## config.mk

```make
export PLATFORM = sky130hd
export DESIGN_NAME = mac_seq_ctrl_flat
export DESIGN_NICKNAME = d
export VERILOG_FILES = /design/src/rtl/mac_seq_ctrl_if.sv /design/src/rtl/mac_seq_ctrl.sv /design/src/flat_wrapper.sv
export SDC_FILE = /design/constraint.sdc
export NUM_CORES = 1
export LEC_CHECK = 0
export ABC_CLOCK_PERIOD_IN_PS = 2350
export CAP_MARGIN = 20
export CORE_ASPECT_RATIO = 0.75
export CORE_MARGIN = 2
export CORE_UTILIZATION = 43
export DETAILED_ROUTE_END_ITERATION = 7
export PLACE_DENSITY = 0.86
export SLEW_MARGIN = 20
export SYNTH_ARGS = -nofsm -noshare
export SYNTH_HDL_FRONTEND = slang
export SYNTH_SLANG_ARGS = --single-unit
```

## constraint.sdc

```tcl
create_clock -name clk -period 2.35 [get_ports clk]
set_input_delay 0.47 -clock clk [delete_from_list [all_inputs] [get_ports clk]]
set_output_delay 0.47 -clock clk [all_outputs]
set_load 0.02 [all_outputs]
```

## src/rtl/mac_seq_ctrl_if.sv

```systemverilog
// Bundle of the command, operand, MAC and result signals of mac_seq_ctrl.
// The slave modport is the controller's view; master is the surrounding
// environment (operand source, MAC datapath, result consumer).
// Optional feature macro: OVF_FLAG_EN adds the sticky ovf flag.
//
// Handshake semantics (operand stream and result port): a transfer happens
// in a cycle where valid and ready are both high at the rising clock edge.
// A source holding valid keeps its data stable until that transfer; the
// sink may raise or drop ready freely. mac_vld / mac_res_vld are one-cycle
// strobes with no back-pressure.
interface mac_seq_ctrl_if #(
    parameter int LEN_W = 8
);
    logic             start;
    logic [LEN_W-1:0] len;
    logic             busy;
    logic             in_valid;
    logic             in_ready;
    logic [15:0]      in_a;
    logic [15:0]      in_b;
    logic             mac_vld;
    logic [15:0]      mac_a;
    logic [15:0]      mac_b;
    logic [15:0]      mac_c;
    logic [15:0]      mac_res;
    logic             mac_res_vld;
    logic             res_valid;
    logic [15:0]      res_data;
    logic             res_ready;
    logic             err;
`ifdef OVF_FLAG_EN
    logic             ovf;
`endif
    logic [1:0]       dbg_state;

    modport slave (
        input  start, len, in_valid, in_a, in_b, mac_res, mac_res_vld, res_ready,
`ifdef OVF_FLAG_EN
        output ovf,
`endif
        output busy, in_ready, mac_vld, mac_a, mac_b, mac_c,
        output res_valid, res_data, err, dbg_state
    );

    modport master (
        output start, len, in_valid, in_a, in_b, mac_res, mac_res_vld, res_ready,
`ifdef OVF_FLAG_EN
        input  ovf,
`endif
        input  busy, in_ready, mac_vld, mac_a, mac_b, mac_c,
        input  res_valid, res_data, err, dbg_state
    );
endinterface

```

## src/rtl/mac_seq_ctrl.sv

```systemverilog
// Sequencer for a 3-stage FP16 MAC pipeline: runs one dot product of 'len'
// operand pairs per job, one MAC op in flight at a time, feeding the running
// accumulator back as the addend and returning the rounded sum.
// Optional feature macro: OVF_FLAG_EN (sticky Inf/NaN result flag).
// dbg_state exposes the FSM state: 0=IDLE 1=ISSUE 2=WAIT 3=DONE.
module mac_seq_ctrl #(
    parameter int LEN_W    = 8,
    parameter int PIPE_LAT = 3
) (
    input  logic           clk,
    input  logic           rst_n,
    mac_seq_ctrl_if.slave  bus
);
    localparam logic [1:0] ST_IDLE  = 2'd0;
    localparam logic [1:0] ST_ISSUE = 2'd1;
    localparam logic [1:0] ST_WAIT  = 2'd2;
    localparam logic [1:0] ST_DONE  = 2'd3;

    // wcnt counts WAIT cycles from 0; the op times out in the cycle whose
    // increment would bring wcnt to 2*PIPE_LAT+1.
    localparam int              WCNT_W   = $clog2(2 * PIPE_LAT + 1);
    localparam logic [WCNT_W-1:0] TMO_LAST = WCNT_W'(2 * PIPE_LAT);

    logic [1:0]        state_q, state_d;
    logic [LEN_W-1:0]  rem_q, rem_d;
    logic [15:0]       acc_q, acc_d;
    logic [WCNT_W-1:0] wcnt_q, wcnt_d;
    logic [15:0]       mac_a_q, mac_a_d;
    logic [15:0]       mac_b_q, mac_b_d;
    logic [15:0]       mac_c_q, mac_c_d;
    logic              mac_vld_q, mac_vld_d;
    logic              err_q, err_d;
`ifdef OVF_FLAG_EN
    logic              ovf_q, ovf_d;
`endif

    // Next-state and datapath update for the job sequencer.
    always_comb begin
        state_d   = state_q;
        rem_d     = rem_q;
        acc_d     = acc_q;
        wcnt_d    = wcnt_q;
        mac_a_d   = mac_a_q;
        mac_b_d   = mac_b_q;
        mac_c_d   = mac_c_q;
        mac_vld_d = 1'b0;
        err_d     = err_q;
`ifdef OVF_FLAG_EN
        ovf_d     = ovf_q;
`endif
        case (state_q)
            ST_IDLE: begin
                if (bus.start) begin
                    rem_d   = bus.len;
                    acc_d   = 16'h0000;
                    err_d   = 1'b0;
`ifdef OVF_FLAG_EN
                    ovf_d   = 1'b0;
`endif
                    state_d = (bus.len == '0) ? ST_DONE : ST_ISSUE;
                end
            end
            ST_ISSUE: begin
                if (bus.in_valid) begin
                    mac_a_d   = bus.in_a;
                    mac_b_d   = bus.in_b;
                    mac_c_d   = acc_q;
                    mac_vld_d = 1'b1;
                    // rem never wraps below zero.
                    if (rem_q != '0) begin
                        rem_d = rem_q - LEN_W'(1);
                    end
                    wcnt_d  = '0;
                    state_d = ST_WAIT;
                end
            end
            ST_WAIT: begin
                if (bus.mac_res_vld) begin
                    acc_d   = bus.mac_res;
`ifdef OVF_FLAG_EN
                    if (bus.mac_res[14:10] == 5'b11111) begin
                        ovf_d = 1'b1;
                    end
`endif
                    state_d = (rem_q == '0) ? ST_DONE : ST_ISSUE;
                end else if (wcnt_q == TMO_LAST) begin
                    // MAC never answered: flag it and close the job with
                    // the accumulator left as it was.
                    err_d   = 1'b1;
                    state_d = ST_DONE;
                end else begin
                    wcnt_d = wcnt_q + WCNT_W'(1);
                end
            end
            ST_DONE: begin
                if (bus.res_ready) begin
                    state_d = ST_IDLE;
                end
            end
            default: begin
                state_d = ST_IDLE;
            end
        endcase
    end

    // State registers with synchronous active-low reset.
    always_ff @(posedge clk) begin
        if (!rst_n) begin
            state_q   <= ST_IDLE;
            rem_q     <= '0;
            acc_q     <= 16'h0000;
            wcnt_q    <= '0;
            mac_a_q   <= 16'h0000;
            mac_b_q   <= 16'h0000;
            mac_c_q   <= 16'h0000;
            mac_vld_q <= 1'b0;
            err_q     <= 1'b0;
`ifdef OVF_FLAG_EN
            ovf_q     <= 1'b0;
`endif
        end else begin
            state_q   <= state_d;
            rem_q     <= rem_d;
            acc_q     <= acc_d;
            wcnt_q    <= wcnt_d;
            mac_a_q   <= mac_a_d;
            mac_b_q   <= mac_b_d;
            mac_c_q   <= mac_c_d;
            mac_vld_q <= mac_vld_d;
            err_q     <= err_d;
`ifdef OVF_FLAG_EN
            ovf_q     <= ovf_d;
`endif
        end
    end

    // Output decode: status and handshakes come straight from the state.
    always_comb begin
        bus.busy      = (state_q != ST_IDLE);
        bus.in_ready  = (state_q == ST_ISSUE);
        bus.mac_vld   = mac_vld_q;
        bus.mac_a     = mac_a_q;
        bus.mac_b     = mac_b_q;
        bus.mac_c     = mac_c_q;
        bus.res_valid = (state_q == ST_DONE);
        bus.res_data  = (state_q == ST_DONE) ? acc_q : 16'h0000;
        bus.err       = err_q;
`ifdef OVF_FLAG_EN
        bus.ovf       = ovf_q;
`endif
        bus.dbg_state = state_q;
    end
endmodule

```

## src/flat_wrapper.sv

```systemverilog
// flat-port wrapper written by rule: the top's interface ports become plain ports
module mac_seq_ctrl_flat 
#(
    parameter int LEN_W    = 8,
    parameter int PIPE_LAT = 3
)
  (clk, rst_n, bus_start, bus_len, bus_in_valid, bus_in_a, bus_in_b, bus_mac_res, bus_mac_res_vld, bus_res_ready, bus_busy, bus_in_ready, bus_mac_vld, bus_mac_a, bus_mac_b, bus_mac_c, bus_res_valid, bus_res_data, bus_err, bus_dbg_state);
  mac_seq_ctrl_if #(.LEN_W(LEN_W)) bus_i ();
  input  logic clk;
  input  logic rst_n;
  input wire logic [$bits(bus_i.start)-1:0] bus_start;
  input wire logic [$bits(bus_i.len)-1:0] bus_len;
  input wire logic [$bits(bus_i.in_valid)-1:0] bus_in_valid;
  input wire logic [$bits(bus_i.in_a)-1:0] bus_in_a;
  input wire logic [$bits(bus_i.in_b)-1:0] bus_in_b;
  input wire logic [$bits(bus_i.mac_res)-1:0] bus_mac_res;
  input wire logic [$bits(bus_i.mac_res_vld)-1:0] bus_mac_res_vld;
  input wire logic [$bits(bus_i.res_ready)-1:0] bus_res_ready;
  output wire logic [$bits(bus_i.busy)-1:0] bus_busy;
  output wire logic [$bits(bus_i.in_ready)-1:0] bus_in_ready;
  output wire logic [$bits(bus_i.mac_vld)-1:0] bus_mac_vld;
  output wire logic [$bits(bus_i.mac_a)-1:0] bus_mac_a;
  output wire logic [$bits(bus_i.mac_b)-1:0] bus_mac_b;
  output wire logic [$bits(bus_i.mac_c)-1:0] bus_mac_c;
  output wire logic [$bits(bus_i.res_valid)-1:0] bus_res_valid;
  output wire logic [$bits(bus_i.res_data)-1:0] bus_res_data;
  output wire logic [$bits(bus_i.err)-1:0] bus_err;
  output wire logic [$bits(bus_i.dbg_state)-1:0] bus_dbg_state;
  assign bus_i.start = bus_start;
  assign bus_i.len = bus_len;
  assign bus_i.in_valid = bus_in_valid;
  assign bus_i.in_a = bus_in_a;
  assign bus_i.in_b = bus_in_b;
  assign bus_i.mac_res = bus_mac_res;
  assign bus_i.mac_res_vld = bus_mac_res_vld;
  assign bus_i.res_ready = bus_res_ready;
  assign bus_busy = bus_i.busy;
  assign bus_in_ready = bus_i.in_ready;
  assign bus_mac_vld = bus_i.mac_vld;
  assign bus_mac_a = bus_i.mac_a;
  assign bus_mac_b = bus_i.mac_b;
  assign bus_mac_c = bus_i.mac_c;
  assign bus_res_valid = bus_i.res_valid;
  assign bus_res_data = bus_i.res_data;
  assign bus_err = bus_i.err;
  assign bus_dbg_state = bus_i.dbg_state;
  mac_seq_ctrl #(.LEN_W(LEN_W), .PIPE_LAT(PIPE_LAT)) u_core (.clk(clk), .rst_n(rst_n), .bus(bus_i));
endmodule
```

**Word level (Yosys, flattened, before mapping)**

Cells that the tools add are included.

- Flip-flop bits (word level): 79

- Reduce and logical (&&, ||, !) cells: 15
- Mux-type cells: 25
- Eq/ne operators: 13
- Add/sub/neg operators: 2

Operators with widths:

| operator | count |
|---|---|
| 16-bit two-way mux | 3 |
| 16-bit case mux with 2 select lines | 1 |
| 8-bit two-way mux | 3 |
| 8-bit logical NOT | 2 |
| 8-bit case mux with 2 select lines | 1 |
| 4-bit AND reduction | 4 |
| 2-bit two-way mux | 7 |
| 2-bit inequality test (second input constant) | 6 |
| 3-bit two-way mux | 3 |
| 2-bit case mux with 4 select lines | 1 |
| 2-bit nonzero test | 4 |
| 8-bit nonzero test | 1 |
| 8-bit by 1-bit subtractor with 8-bit output (second input constant) | 1 |
| 3-bit case mux with 2 select lines | 1 |
| 2-bit == test (second input constant) | 2 |
| 1-bit two-way mux | 4 |
| 2-bit by 1-bit inequality test with 1-bit output (second input constant) | 2 |
| 2-bit AND reduction | 2 |
| 3-bit by 1-bit adder with 3-bit output (second input constant) | 1 |
| 3-bit == test (second input constant) | 1 |
| 3-bit by 2-bit inequality test with 1-bit output (second input constant) | 1 |
| 3-bit AND reduction | 1 |
| 2-bit by 1-bit == test with 1-bit output (second input constant) | 1 |
| 2-bit logical NOT | 1 |
| 1-bit case mux with 2 select lines | 1 |

**Logic depth before layout (Yosys ltp)**

- Depth after elaboration: 4
- Gate-level depth with buffers: 6
- Gate-level depth less buffers: 6

**Least setup slack after synthesis**

No wires, ideal clock.

- Path type: reg-to-reg
- From: register u_core.rem_q[0]
- To: register u_core.rem_q[0]
- Data required time: 2.228 ns
- Cell stages (with the launch flop): 6
- Slack: 0.475 ns
- Arrival time: 1.753 ns
- Cells stage by stage: dfxtp_1 > inv_1 > ha_1 > or4b_4 > o31a_1 > o311a_1

- Longest elaborated chain between the ends: 4

Ends and longest elaborated chain:

| item | line | text |
|---|---|---|
| from (decl) | mac_seq_ctrl.sv:25 | `logic [LEN_W-1:0] rem_q, rem_d;` |
| from (signal assigned) | mac_seq_ctrl.sv:123 | `rem_q <= rem_d;` |
| 8-bit by 1-bit subtractor with 8-bit output | mac_seq_ctrl.sv:71 | `rem_d = rem_q - LEN_W'(1);` |
| 8-bit two-way mux | mac_seq_ctrl.sv:70 | `if (rem_q != '0) begin` |
| 8-bit two-way mux | mac_seq_ctrl.sv:64 | `if (bus.in_valid) begin` |
| 8-bit case mux with 2 select lines | mac_seq_ctrl.sv:51 | `case (state_q)` |

Parallel ways exist; a longest one is shown, timed or not. The select of a mux whose other input is x is not followed.
A chain may end at the register's enable or synchronous reset.

**Final worst setup path**

- From: register u_core.state_q[0] (netlist: u_core.bus.dbg_state[0])
- To: output bus_res_data[5]

- Longest elaborated chain between the ends: 2

Ends and longest elaborated chain:

| item | line | text |
|---|---|---|
| from (decl) | mac_seq_ctrl.sv:24 | `logic [1:0] state_q, state_d;` |
| from (signal assigned) | mac_seq_ctrl.sv:122 | `state_q <= state_d;` |
| 2-bit == test | mac_seq_ctrl.sv:146 | `bus.res_data = (state_q == ST_DONE) ? acc_q : 16'h0000;` |
| 16-bit two-way mux | mac_seq_ctrl.sv:146 |  |
| to (decl) | flat_wrapper.sv:26 | `output wire logic [$bits(bus_i.res_data)-1:0] bus_res_data;` |

Every way passes these cells.

==> impl_metrics.ini <==
[route]
vias = 3344
routed_wl_um = 9660
drtIter0Drc = 172
drt-pass1-iter-count = 5
avgRoutedWirePerCell_um = 15.3
ant_nets = 0
routed_via_density = 5.29
drc = 0

[setup_path]
slowest_delay_ns = 0.64
worstSetupEndpointType = output pin
required_ns = 1.88
crit_start = u_core.bus.dbg_state[0]
cp_cell_sequence = buf_4, and3_1, clkdlybuf4s50_1
cp-start-kind = flop
crit_slowest_cell = clkdlybuf4s50_1
crit_type = reg2out
rr_startpoint = u_core.rem_q[0]
worstPathArrival_ns = 1.79
critPathMaxFanout = 33

[placed_design]
placed_area_mm2 = 0.00466
hpwl_um = 6880
gp_congestion = 1.05
place_inst = 616
port_buffers = 132

[logic_synthesis]
synth-warning-count = 0
syn-cell-area_mm2 = 0.00325
synth_top_cells_by_count = 108 x nand2_1, 79 x dfxtp_1, 56 x a21oi_1
avgSynthCellArea_um2 = 8.08
async_flop_share_pct = 0
netlist_instances = 402
synth.top_cell.area_share_pct = 48.7
ys_ff_latch = 79
syn_nets = 467
synth_cell_types = 50
synthMostInstantiatedCell = nand2_1
synth_edf_count = 0
synthTopCellsByArea = dfxtp_1 49%, nand2_1 12%, a21oi_1 8.6%, a22oi_1 3.7%, and3_1 3.5%
synth_ff_type = dfxtp_1
synth_top_area_cell = dfxtp_1
yosysSeqAreaShare_pct = 48.7

[sta]
max_freq_mhz = 442
hold_slack_ns = 0.457
fin_tns_setup_ns = 0
setup_violations = 0
clock_skew_ns = 0.00777
slew_headroom_pct = 64.3
hold_violations = 0
drv_slew = 0
fin_crit_ns = 2.26
fin_crit_sh_pct = 96.2
tightest_slew_ns = 0.535
rsz0062_at_grt = no

[final_layout]
final_area_mm2 = 0.00490
final_nets = 591
drive_above_1_share_pct = 7.16
fill_cells = 621
instances_no_fill = 632
n_antenna_cell = 0
syn2layout_area_growth_pct = 50.9

[global_routing]
antenna_found_initial = 0
grt_usage_pct = 23.1
grt_pass1_vias = 3213
grt_max_degree = 53
grt_pass1_wl_um = 15300
grt_overflow = 0

[pwr]
p_switching_uw = 845
sw_frac_of_total_pct = 26.1
internal_power_mw = 2.39
power_mw = 3.23
leakage_nw = 1.81
powerDensity_mw_per_mm2 = 660
p_seq_share_pct = 44.5
power_frac_comb_pct = 19.0
p_clk_share_pct = 36.5
ir_worst_vdd_mv = 0.446

[clock_tree]
post-cts-setup-buffer-count = 0
numCtsBuffers = 9
cts_max_level = 3
cts_root_buf = clkbuf_8
cts_resized = 0
cts.sinks = 79
cts_tree = done
insertion_delay_ns = 0.34
clockBufferDepth = 2
cts-hold-fix-buffers = 0
clk_pin_slew_ns = 0.07

[die]
io_pins = 133
die_y_um = 79.3
start_util_pct = 44.3
fp.dieW_um = 104
rows = 27
die-area_mm2 = 0.00827
design.core.area_mm2 = 0.00733

[job]
cap_viol_max_count = 0

[worst_hold_path]
min_from = u_core.bus.mac_b[7]
hold_class = reg2reg

[status]
status = complete, no violations
[worst max-delay path, delay by kind of cell (launching register included)]
family / cells / cell delay, ns
buffers and inverters: 2 / 0.93
DFF: 1 / 0.31
and+or+nand+nor: 1 / 0.21
[final cells by class]
cell class                      count  area [um2]  share of cell area (%)
Clock inverter                      6         109                    2.22
Multi-Input combinational cell    286        1510                    30.8
Clock buffer                       10         128                    2.60
Inverter                            7        26.3                   0.536
Timing Repair Buffer              143        1420                    29.0
Sequential cell                    79        1580                    32.3
Tap cell                          101         126                    2.58
[state kept, by name, indices dropped and copies added, names as in the netlist]
register              cells
u_core.rem_q              8
u_core.bus.mac_a         16
u_core.bus.mac_b         16
u_core.bus.err            1
u_core.bus.dbg_state      2
u_core.bus.mac_c         16
u_core.acc_q             16
u_core.wcnt_q             3
u_core.bus.mac_vld        1
[cells by family after synthesis]
logic type	synth area share (%)
AND/OR/NAND/NOR	25.0
AO/OA/AOI/OAI	18.4
flip-flops	48.7
buffers and inverters	4.82
multiplexers	1.58
adder cells (fa/ha/maj)	1.16
XOR/XNOR	0.270
[routing by layer]
| layer | track usage (%) | share of wire (%) |
|---|---|---|
| met3 | 7.96 | 8.5 |
| met5 | 0 | 0 |
| met4 | 8.24 | 1.7 |
| met2 | 38.5 | 47 |
| met1 | 27.8 | 42 |
[worst paths after layout]
check	slack, ns	cells past startpoint	endpoint
setup / recovery	0.09	3	bus_res_data[5]
hold / removal	0.46	2	u_core.bus.mac_b[7]
setup reg to reg	0.34	5	u_core.rem_q[0]
hold reg to reg	0.46	2	u_core.bus.mac_b[7]
[cell usage in the layout, fill, tap and decap left out, types with 6 or more instances in the layout]
cell / n
a22oi_1: 16
nor2_1: 22
nand3_1: 6
nand2_1: 108
inv_1: 6
and3_1: 18
dfxtp_1: 79
a21oi_1: 56
buf_4: 9
clkdlybuf4s50_1: 132
clkbuf_8: 9
[power by group through the flow]
stage | sequential [mW] | combinational (mW) | clock, mW
2_1_floorplan | 1.50 | 0.302 | 0
3_3_place_gp | 1.46 | 0.594 | 0
3_5_place_dp | 1.47 | 0.611 | 0
4_1_cts | 1.44 | 0.613 | 1.21
5_1_grt | 1.44 | 0.663 | 1.26
6_report | 1.44 | 0.616 | 1.18
[through the flow]
stage                     worst slack [ns]  utilization (%)
after floorplan                      0.475                -
after global placement               0.362             63.6
after detailed placement             0.270             63.6
after CTS                           0.0562             66.8
after global routing                0.0292             66.9
final                               0.0900             66.9
(Power assumes the default switching activity.)
